## config.mk

```make
export PLATFORM = sky130hd
export DESIGN_NAME = fifo_ctrl
export DESIGN_NICKNAME = d
export VERILOG_FILES = /design/src/rtl/fifo_ctrl_pkg.sv /design/src/rtl/fifo_ctrl_fifomem.sv /design/src/rtl/fifo_ctrl.sv
export SDC_FILE = /design/constraint.sdc
export NUM_CORES = 1
export LEC_CHECK = 0
export BUFFER_PORTS_ARGS = -buffer_cell sky130_fd_sc_hd__buf_2
export CAP_MARGIN = 20
export CORE_UTILIZATION = 29
export DETAILED_ROUTE_END_ITERATION = 10
export HOLD_SLACK_MARGIN = 0.06
export SYNTH_ARGS = -nofsm -noshare
export SYNTH_HDL_FRONTEND = slang
export SYNTH_SLANG_ARGS = --single-unit
```

## constraint.sdc

```tcl
create_clock -name i_clk -period 3.7 [get_ports i_clk]
set_clock_uncertainty 0.05 [all_clocks]
set_input_delay 0.74 -clock i_clk [delete_from_list [all_inputs] [get_ports i_clk]]
set_output_delay 0.74 -clock i_clk [all_outputs]
set_load 0.05 [all_outputs]
```

## src/rtl/fifo_ctrl_pkg.sv

```systemverilog
// Shared defaults for the FIFO controller slice.
// Sized for the SPI-to-memory-LCD byte buffer.
package fifo_ctrl_pkg;

  localparam int DEF_DATA_WIDTH = 8;
  localparam int DEF_ADDR_WIDTH = 4;

endpackage

```

## src/rtl/fifo_ctrl_fifomem.sv

```systemverilog
// Simple dual-port storage array for the FIFO.
// Registered write port, combinational read port.
module fifomem #(
  parameter int DATA_WIDTH = 8,
  parameter int ADDR_WIDTH = 4,
  parameter int FIFO_DEPTH = 1 << ADDR_WIDTH
) (
  input  logic                  i_wclk,
  input  logic                  i_wclken,
  input  logic [ADDR_WIDTH-1:0] i_waddr,
  input  logic [DATA_WIDTH-1:0] i_wdata,
  input  logic [ADDR_WIDTH-1:0] i_raddr,
  output logic [DATA_WIDTH-1:0] o_rdata
);

  logic [DATA_WIDTH-1:0] mem [FIFO_DEPTH];

  // Store a word on each enabled write edge
  always_ff @(posedge i_wclk) begin
    if (i_wclken) begin
      mem[i_waddr] <= i_wdata;
    end
  end

  assign o_rdata = mem[i_raddr];

endmodule

```

## src/rtl/fifo_ctrl.sv

```systemverilog
// Single-clock FIFO controller with FWFT output stage.
// Owns pointers and sequences one fifomem instance.
module fifo_ctrl
  import fifo_ctrl_pkg::*;
#(
  parameter int DATA_WIDTH = DEF_DATA_WIDTH,
  parameter int ADDR_WIDTH = DEF_ADDR_WIDTH,
  parameter int FIFO_DEPTH = 1 << ADDR_WIDTH,
  parameter int AFULL_LVL  = FIFO_DEPTH - 2
) (
  input  logic                  i_clk,
  input  logic                  i_rst,
  input  logic                  i_flush,
  input  logic [DATA_WIDTH-1:0] i_wdata,
  input  logic                  i_wvalid,
  output logic                  o_wready,
  output logic [DATA_WIDTH-1:0] o_rdata,
  output logic                  o_rvalid,
  input  logic                  i_rready,
  output logic [ADDR_WIDTH:0]   o_count,
  output logic                  o_almost_full,
  output logic                  o_overflow
);

  localparam int PW = ADDR_WIDTH + 1;

  logic [PW-1:0]         wptr;
  logic [PW-1:0]         rptr;
  logic [PW-1:0]         mem_used;
  logic                  mem_full;
  logic                  mem_empty;
  logic                  wr;
  logic                  ld;
  logic                  pop;
  logic [DATA_WIDTH-1:0] mem_rdata;

  // Wrap bit keeps full and empty distinct
  assign mem_used  = wptr - rptr;
  assign mem_full  = (mem_used == PW'(FIFO_DEPTH));
  assign mem_empty = (wptr == rptr);

  assign o_wready = !mem_full;
  assign wr       = i_wvalid && o_wready;
  assign pop      = o_rvalid && i_rready;
  assign ld       = !mem_empty && (!o_rvalid || i_rready);

  assign o_count       = mem_used + PW'(o_rvalid);
  assign o_almost_full = (int'(o_count) >= AFULL_LVL);

  fifomem #(
    .DATA_WIDTH (DATA_WIDTH),
    .ADDR_WIDTH (ADDR_WIDTH),
    .FIFO_DEPTH (FIFO_DEPTH)
  ) u_mem (
    .i_wclk   (i_clk),
    .i_wclken (wr),
    .i_waddr  (wptr[ADDR_WIDTH-1:0]),
    .i_wdata  (i_wdata),
    .i_raddr  (rptr[ADDR_WIDTH-1:0]),
    .o_rdata  (mem_rdata)
  );

  // Pointers, output stage and sticky overflow
  always_ff @(posedge i_clk) begin
    if (i_rst || i_flush) begin
      wptr       <= '0;
      rptr       <= '0;
      o_rvalid   <= 1'b0;
      o_rdata    <= '0;
      o_overflow <= 1'b0;
    end else begin
      if (wr) begin
        wptr <= wptr + 1'b1;
      end
      if (ld) begin
        rptr     <= rptr + 1'b1;
        o_rdata  <= mem_rdata;
        o_rvalid <= 1'b1;
      end else if (pop) begin
        o_rvalid <= 1'b0;
      end
      if (i_wvalid && !o_wready) begin
        o_overflow <= 1'b1;
      end
    end
  end

endmodule

```

; Yosys cells after proc, flatten, opt, wreduce, memory -nomap -nowiden
; Memory sizes are Yosys's and may differ from the RTL's. A register that Yosys moved wholly into a read port is not among the register bits.
; Cells that the tools add are included.
[word_totals]
regBits = 12
latch_bits = 0
ramBits = 128
rom_bits = 0
output_inout_bits = 17
n_memories = 1
[op_classes]
n_addsub = 4
multipliers = 0
div = 0
order_cmp = 1
n_eq_ne = 2
shifts = 0
mux = 4
n_bitwise = 0
n_reduce_logical = 10
[mem_list]
columns = name, words, width, rd, rd_clocked_by_memory_dff, wr, line
row1 = u_mem.mem, 16, 8, 1, 1, 1, fifo_ctrl_fifomem.sv:16  ; logic [DATA_WIDTH-1:0] mem [FIFO_DEPTH];
[op_table]
columns = op, count
row1 = $add 5x1->5 const B, 2
row2 = $add 5x1->5, 1
row3 = $eq 5x5->1, 1
row4 = $eq 5x5->1 const B, 1
row5 = $ge 5x4->1 const B, 1
row6 = $sub 5x5->5, 1
row7 = $logic_and 1x1->1, 4
row8 = $mux 1, 4
row9 = $logic_not 1->1, 3
row10 = $logic_or 1x1->1, 2
row11 = $reduce_bool 2->1, 1

; Longest topological paths before layout
[logic_depth]
ltp_word = 6
depth_mapped = 11
mapped_depth_nobuf = 10

; Modules after synthesis
; Synthesis repeated with hierarchy kept, for this count alone.
[unflattened]
hier_cells = 361
area_unflattened_um2 = 6114.6
[modules_own_cells]
columns = module, instances, cells_each, area_per_inst_um2, seq_area_each_um2
row1 = fifomem, 1, 221, 4987.3, 3843.7
row2 = fifo_ctrl, 1, 140, 1127.3, 400.4

; Least setup slack after synthesis
; Ideal clock, no wire load.
[synth_path]
path_type = register to output
start = register rptr[1]
end = output o_almost_full
t_arrival_ns = 3.224
required_time_ns = 2.910
setup_slack_ns = -0.314
stages_incl_launch_ff = 10
path_cell_list = dfxtp_1 clkbuf_1 clkbuf_1 inv_1 fa_1 ha_1 a21oi_1 a21oi_1 o21ai_0 a22oi_1
[synth_between]
elab_chain_cells = 3
[synth_lines]
columns = element, line
row1 = start: declaration, fifo_ctrl.sv:28  ; logic [PW-1:0] rptr;
row2 = start signal: assignment, fifo_ctrl.sv:76  ; rptr <= rptr + 1'b1;
row3 = $sub 5x5->5, fifo_ctrl.sv:38  ; assign mem_used = wptr - rptr;
row4 = $add 5x1->5, fifo_ctrl.sv:47  ; assign o_count = mem_used + PW'(o_rvalid);
row5 = named net o_count[1], fifo_ctrl.sv:20  ; output logic [ADDR_WIDTH:0] o_count,
row6 = $ge 5x4->1, fifo_ctrl.sv:48  ; assign o_almost_full = (int'(o_count) >= AFULL_LVL);
row7 = end: declaration, fifo_ctrl.sv:21  ; output logic o_almost_full,
; The timed path passes the listed nets, and every way through them passes these cells.

; Worst setup path after layout
[layout_path]
start = register wptr[0]
end = output o_almost_full
[layout_between]
elab_chain_cells = 3
[layout_lines]
columns = element, line
row1 = start: declaration, fifo_ctrl.sv:27  ; logic [PW-1:0] wptr;
row2 = start signal: assignment, fifo_ctrl.sv:73  ; wptr <= wptr + 1'b1;
row3 = $sub 5x5->5, fifo_ctrl.sv:38
row4 = $add 5x1->5, fifo_ctrl.sv:47
row5 = $ge 5x4->1, fifo_ctrl.sv:48
; No other way between the ends.

==> run summary <==
===========================================================================
Horiz. Die Dim ...............................................  147 microns
Final min period .............................................      3.50 ns
Power density relative to cell area ..........................  553 nW/um^2
CTS Sinks ....................................................          148
Sequential-to-total area share from yosys stat ...............        70.0%
Core Box Area ................................................ 20,400 sq um
Status ....................................................... finished clean
Maximum number of pins on one net before global-route repair .           36
Post-route clock period utilization ..........................        94.7%
Type of element capturing the critical path ..................  output port
Data arrival time of the worst path ..........................      2.71 ns
Total Die Area ............................................... 21,500 sq um
Die Ht .......................................................  147 microns
Max-capacitance violation count ..............................            0
Initial antenna violation count ..............................            0
Remaining global-route overflow ..............................            0
Post-CTS repair timing setup buffer count ....................            0
First-pass GRT wire length ...................................      20.0 mm
Area used by multi-input combinational logic .................   1740 sq um
CTS HTree Levels .............................................            4
Final routed wire length divided by cell count ............... 19.9 microns
Yosys warns ..................................................            0
Syn Nets .....................................................          349
Number of hold violations in the final report ................            0
Worst VDD drop ...............................................       387 uV
Count of buffers inserted at the top-level ports .............           29
Clock tree from TritonCTS ....................................        built
Cell chosen for the clock root ............................... sky130_fd_sc_hd__clkbuf_16
Number of setup violations in the final report ...............            0
Syn Inst Count ...............................................          324
Worst Hold Slack .............................................     0.417 ns
Leakage ......................................................      2.40 nW
Fraction of layout instances using a drive strength above 1 ..        31.5%
Count of distinct cell types in the synthesized netlist ......           37
Nature of the critical path startpoint .......................         flop
Overall via count from detail_route ..........................        2,998
Relative slew margins ........................................        26.0%
Drt pass-1 iters .............................................            4
Required time reported for the critical path endpoint ........      2.91 ns
Post-detailed-placement half-perimeter wirelength ............      8.08 mm
Highest net fanout along the worst path ......................            7
Deepest clock path buffer count ..............................            2
Wirelength, routed ...........................................      12.9 mm
Antenna diode count ..........................................            0
Number of nets with antenna violations after routing .........            0
Vias per Instance ............................................         4.63
Flip-flop and latch area .....................................   4250 sq um
Setup repair after global routing missed its margin ..........        false
Post-synthesis instance area .................................   6060 sq um
Total Routing Usage GR .......................................        12.9%
Total I/O pin count ..........................................           30
Reg clk slew, reported paths .................................      0.06 ns
Number of global-route vias before repair ....................        3,293
Crit Path Class .............................................. flop to output port
Final net count ..............................................          390
GPL Wtd Cong .................................................        0.753
Std-Cell Rows ................................................           52
Number of filler instances in the final layout ...............        1,862
Highest clock rate ...........................................      285 MHz
Actual slew at the worst max-slew pin ........................      1.11 ns
Number of slew-limit violations in the final report ..........            0
Area growth from synthesis to layout .........................        19.3%
Number of DRC markers in iteration 0 .........................          196
Final core utilization .......................................        35.5%
Avg Synthesized Cell Area ....................................   18.7 sq um
Final TNS setup ..............................................         0 ns
Clk_lat worst skew ...........................................      0.42 ns
Initial standard-cell utilization of the core ................        29.8%
Number of design rule violations left after detail routing ...            0
Worst hold path class ........................................ flop to flop
Flop and latch count out of synthesis ........................          148
Clock buffer count from CTS ..................................           17
===========================================================================
[kinds of logic after synthesis]
family	synth area share (%)
xor+xnor	2.02
flops	70.0
simple gates	5.06
buf+inv	1.84
compound gates	1.73
mux	16.8
fa+ha+maj	2.60
[cell usage after synthesis]
cell type / instances / area share [%]
sky130_fd_sc_hd__a21o_1: 2 / 0.25
sky130_fd_sc_hd__a21oi_1: 5 / 0.41
sky130_fd_sc_hd__a21oi_2: 1 / 0.14
sky130_fd_sc_hd__a22oi_1: 1 / 0.12
sky130_fd_sc_hd__a31oi_1: 1 / 0.10
sky130_fd_sc_hd__and2_1: 1 / 0.10
sky130_fd_sc_hd__and3_1: 13 / 1.3
sky130_fd_sc_hd__and3_4: 1 / 0.19
sky130_fd_sc_hd__buf_1: 1 / 0.062
sky130_fd_sc_hd__buf_2: 2 / 0.17
sky130_fd_sc_hd__buf_4: 3 / 0.37
sky130_fd_sc_hd__buf_6: 1 / 0.19
sky130_fd_sc_hd__clkbuf_1: 8 / 0.50
sky130_fd_sc_hd__dfxtp_1: 20 / 6.6
sky130_fd_sc_hd__edfxtp_1: 128 / 63
sky130_fd_sc_hd__fa_1: 1 / 0.33
sky130_fd_sc_hd__ha_1: 11 / 2.3
sky130_fd_sc_hd__inv_1: 8 / 0.50
sky130_fd_sc_hd__inv_2: 1 / 0.062
sky130_fd_sc_hd__mux2_4: 1 / 0.25
sky130_fd_sc_hd__mux2i_1: 10 / 1.7
sky130_fd_sc_hd__mux4_2: 40 / 15
sky130_fd_sc_hd__nand2_1: 4 / 0.25
sky130_fd_sc_hd__nand2b_1: 3 / 0.31
sky130_fd_sc_hd__nand3_1: 3 / 0.25
sky130_fd_sc_hd__nand4_1: 3 / 0.31
sky130_fd_sc_hd__nor2_1: 25 / 1.5
sky130_fd_sc_hd__nor2b_1: 3 / 0.31
sky130_fd_sc_hd__nor3_1: 2 / 0.17
sky130_fd_sc_hd__o21a_1: 1 / 0.12
sky130_fd_sc_hd__o21ai_0: 2 / 0.17
sky130_fd_sc_hd__o311ai_2: 1 / 0.27
sky130_fd_sc_hd__o31a_1: 1 / 0.14
sky130_fd_sc_hd__or2_2: 1 / 0.10
sky130_fd_sc_hd__or3_4: 1 / 0.19
sky130_fd_sc_hd__xnor2_1: 7 / 1.0
sky130_fd_sc_hd__xor2_1: 7 / 1.0
[area by class of cell]
class,instances,share of cell area [%]
inverters,9,0.467
well taps,270,4.67
flip-flops and latches,148,58.7
multi-input cells,152,24.1
clock inverters,13,3.18
repair buffers,37,2.92
clock buffers,19,5.99
[path summary, 6_finish.rpt]
| path | from | to | slack (ns) | depth (start not counted) |
|---|---|---|---|---|
| worst max-delay path | wptr[0]$_SDFFE_PP0P_ | o_almost_full | 0.20 | 11 |
| worst min-delay path | o_overflow$_SDFFE_PP0P_ | o_overflow$_SDFFE_PP0P_ | 0.42 | 2 |
| worst max register to register | wptr[0]$_SDFFE_PP0P_ | u_mem.mem[4][7]$_DFFE_PP_ | 0.44 | 9 |
| worst min register to register | o_overflow$_SDFFE_PP0P_ | o_overflow$_SDFFE_PP0P_ | 0.42 | 2 |
[metrics by stage]
| stage | cell area, sq um | worst slack [ns] | total power (W) | instances |
|---|---|---|---|---|
| after global placement | 6540 | 0.435 | 0.00211 | 616 |
| after CTS | 7210 | 0.0348 | 0.00404 | 648 |
| final | 7230 | 0.196 | 0.00400 | 648 |
| after floorplan | 6070 | 0.0238 | 0.00204 | 324 |
| after detailed placement | 6540 | 0.307 | 0.00212 | 616 |
| after global routing | 7230 | 0.0395 | 0.00412 | 648 |
[layer usage]
metal	global-route usage, %	wire (microns)	vias to the layer above
met3	5.16	760	6
met4	3.96	59	0
li1	-	-	1370
met1	15.2	5490	1543
met2	21.4	6590	79
met5	0	0	-
[layout by cell type, fill, tap and decap left out, types with 2 or more instances in the layout]
cell type | Yosys | layout
sky130_fd_sc_hd__a21o_1 | 2 | 2
sky130_fd_sc_hd__a21oi_1 | 5 | 5
sky130_fd_sc_hd__and3_1 | 13 | 13
sky130_fd_sc_hd__buf_2 | 2 | 28
sky130_fd_sc_hd__buf_4 | 3 | 8
sky130_fd_sc_hd__bufinv_16 | 0 | 6
sky130_fd_sc_hd__clkbuf_1 | 8 | 2
sky130_fd_sc_hd__clkbuf_16 | 0 | 17
sky130_fd_sc_hd__clkinv_2 | 0 | 2
sky130_fd_sc_hd__clkinvlp_4 | 0 | 3
sky130_fd_sc_hd__dfxtp_1 | 20 | 19
sky130_fd_sc_hd__edfxtp_1 | 128 | 128
sky130_fd_sc_hd__ha_1 | 11 | 10
sky130_fd_sc_hd__inv_1 | 8 | 7
sky130_fd_sc_hd__inv_2 | 1 | 2
sky130_fd_sc_hd__mux2i_1 | 10 | 10
sky130_fd_sc_hd__mux4_2 | 40 | 40
sky130_fd_sc_hd__nand2_1 | 4 | 4
sky130_fd_sc_hd__nand2b_1 | 3 | 3
sky130_fd_sc_hd__nand3_1 | 3 | 3
sky130_fd_sc_hd__nand4_1 | 3 | 3
sky130_fd_sc_hd__nor2_1 | 25 | 25
sky130_fd_sc_hd__nor2b_1 | 3 | 3
sky130_fd_sc_hd__nor3_1 | 2 | 2
sky130_fd_sc_hd__xnor2_1 | 7 | 6
sky130_fd_sc_hd__xor2_1 | 7 | 7
[sequential cells by signal (all words and copies together) (netlist names)]
register    cells
o_overflow      1
o_rdata         8
o_rvalid        1
rptr            5
u_mem.mem     128
wptr            5
[worst max-delay path, cell delays in order (launching register included)]
cell and delay, ns:
sky130_fd_sc_hd__dfxtp_1 0.36, sky130_fd_sc_hd__inv_2 0.09, sky130_fd_sc_hd__ha_1 0.15, sky130_fd_sc_hd__inv_1 0.06, sky130_fd_sc_hd__fa_1 0.41, sky130_fd_sc_hd__a21o_1 0.21
sky130_fd_sc_hd__a21oi_4 0.21, sky130_fd_sc_hd__xnor2_4 0.19, sky130_fd_sc_hd__nand2b_1 0.15, sky130_fd_sc_hd__o21ai_1 0.06, sky130_fd_sc_hd__a22oi_2 0.23, sky130_fd_sc_hd__buf_6 0.18
[where the power goes]
part	internal, W	switching (W)	total, W
clock	0.00126	0.000655	0.00192
sequential	0.00183	0.00000731	0.00184
combinational	0.0000928	0.000151	0.000244
total	0.00319	0.000814	0.00400
[what timing repair did]
| item | in CTS | in global routing |
|---|---|---|
| gates resized for setup | 1 | 7 |
| hold buffers | 0 | 0 |
| setup endpoints to repair | 1 | 1 |
| pin swaps | 0 | 0 |
No activity file was read; power rests on OpenSTA's default activity.
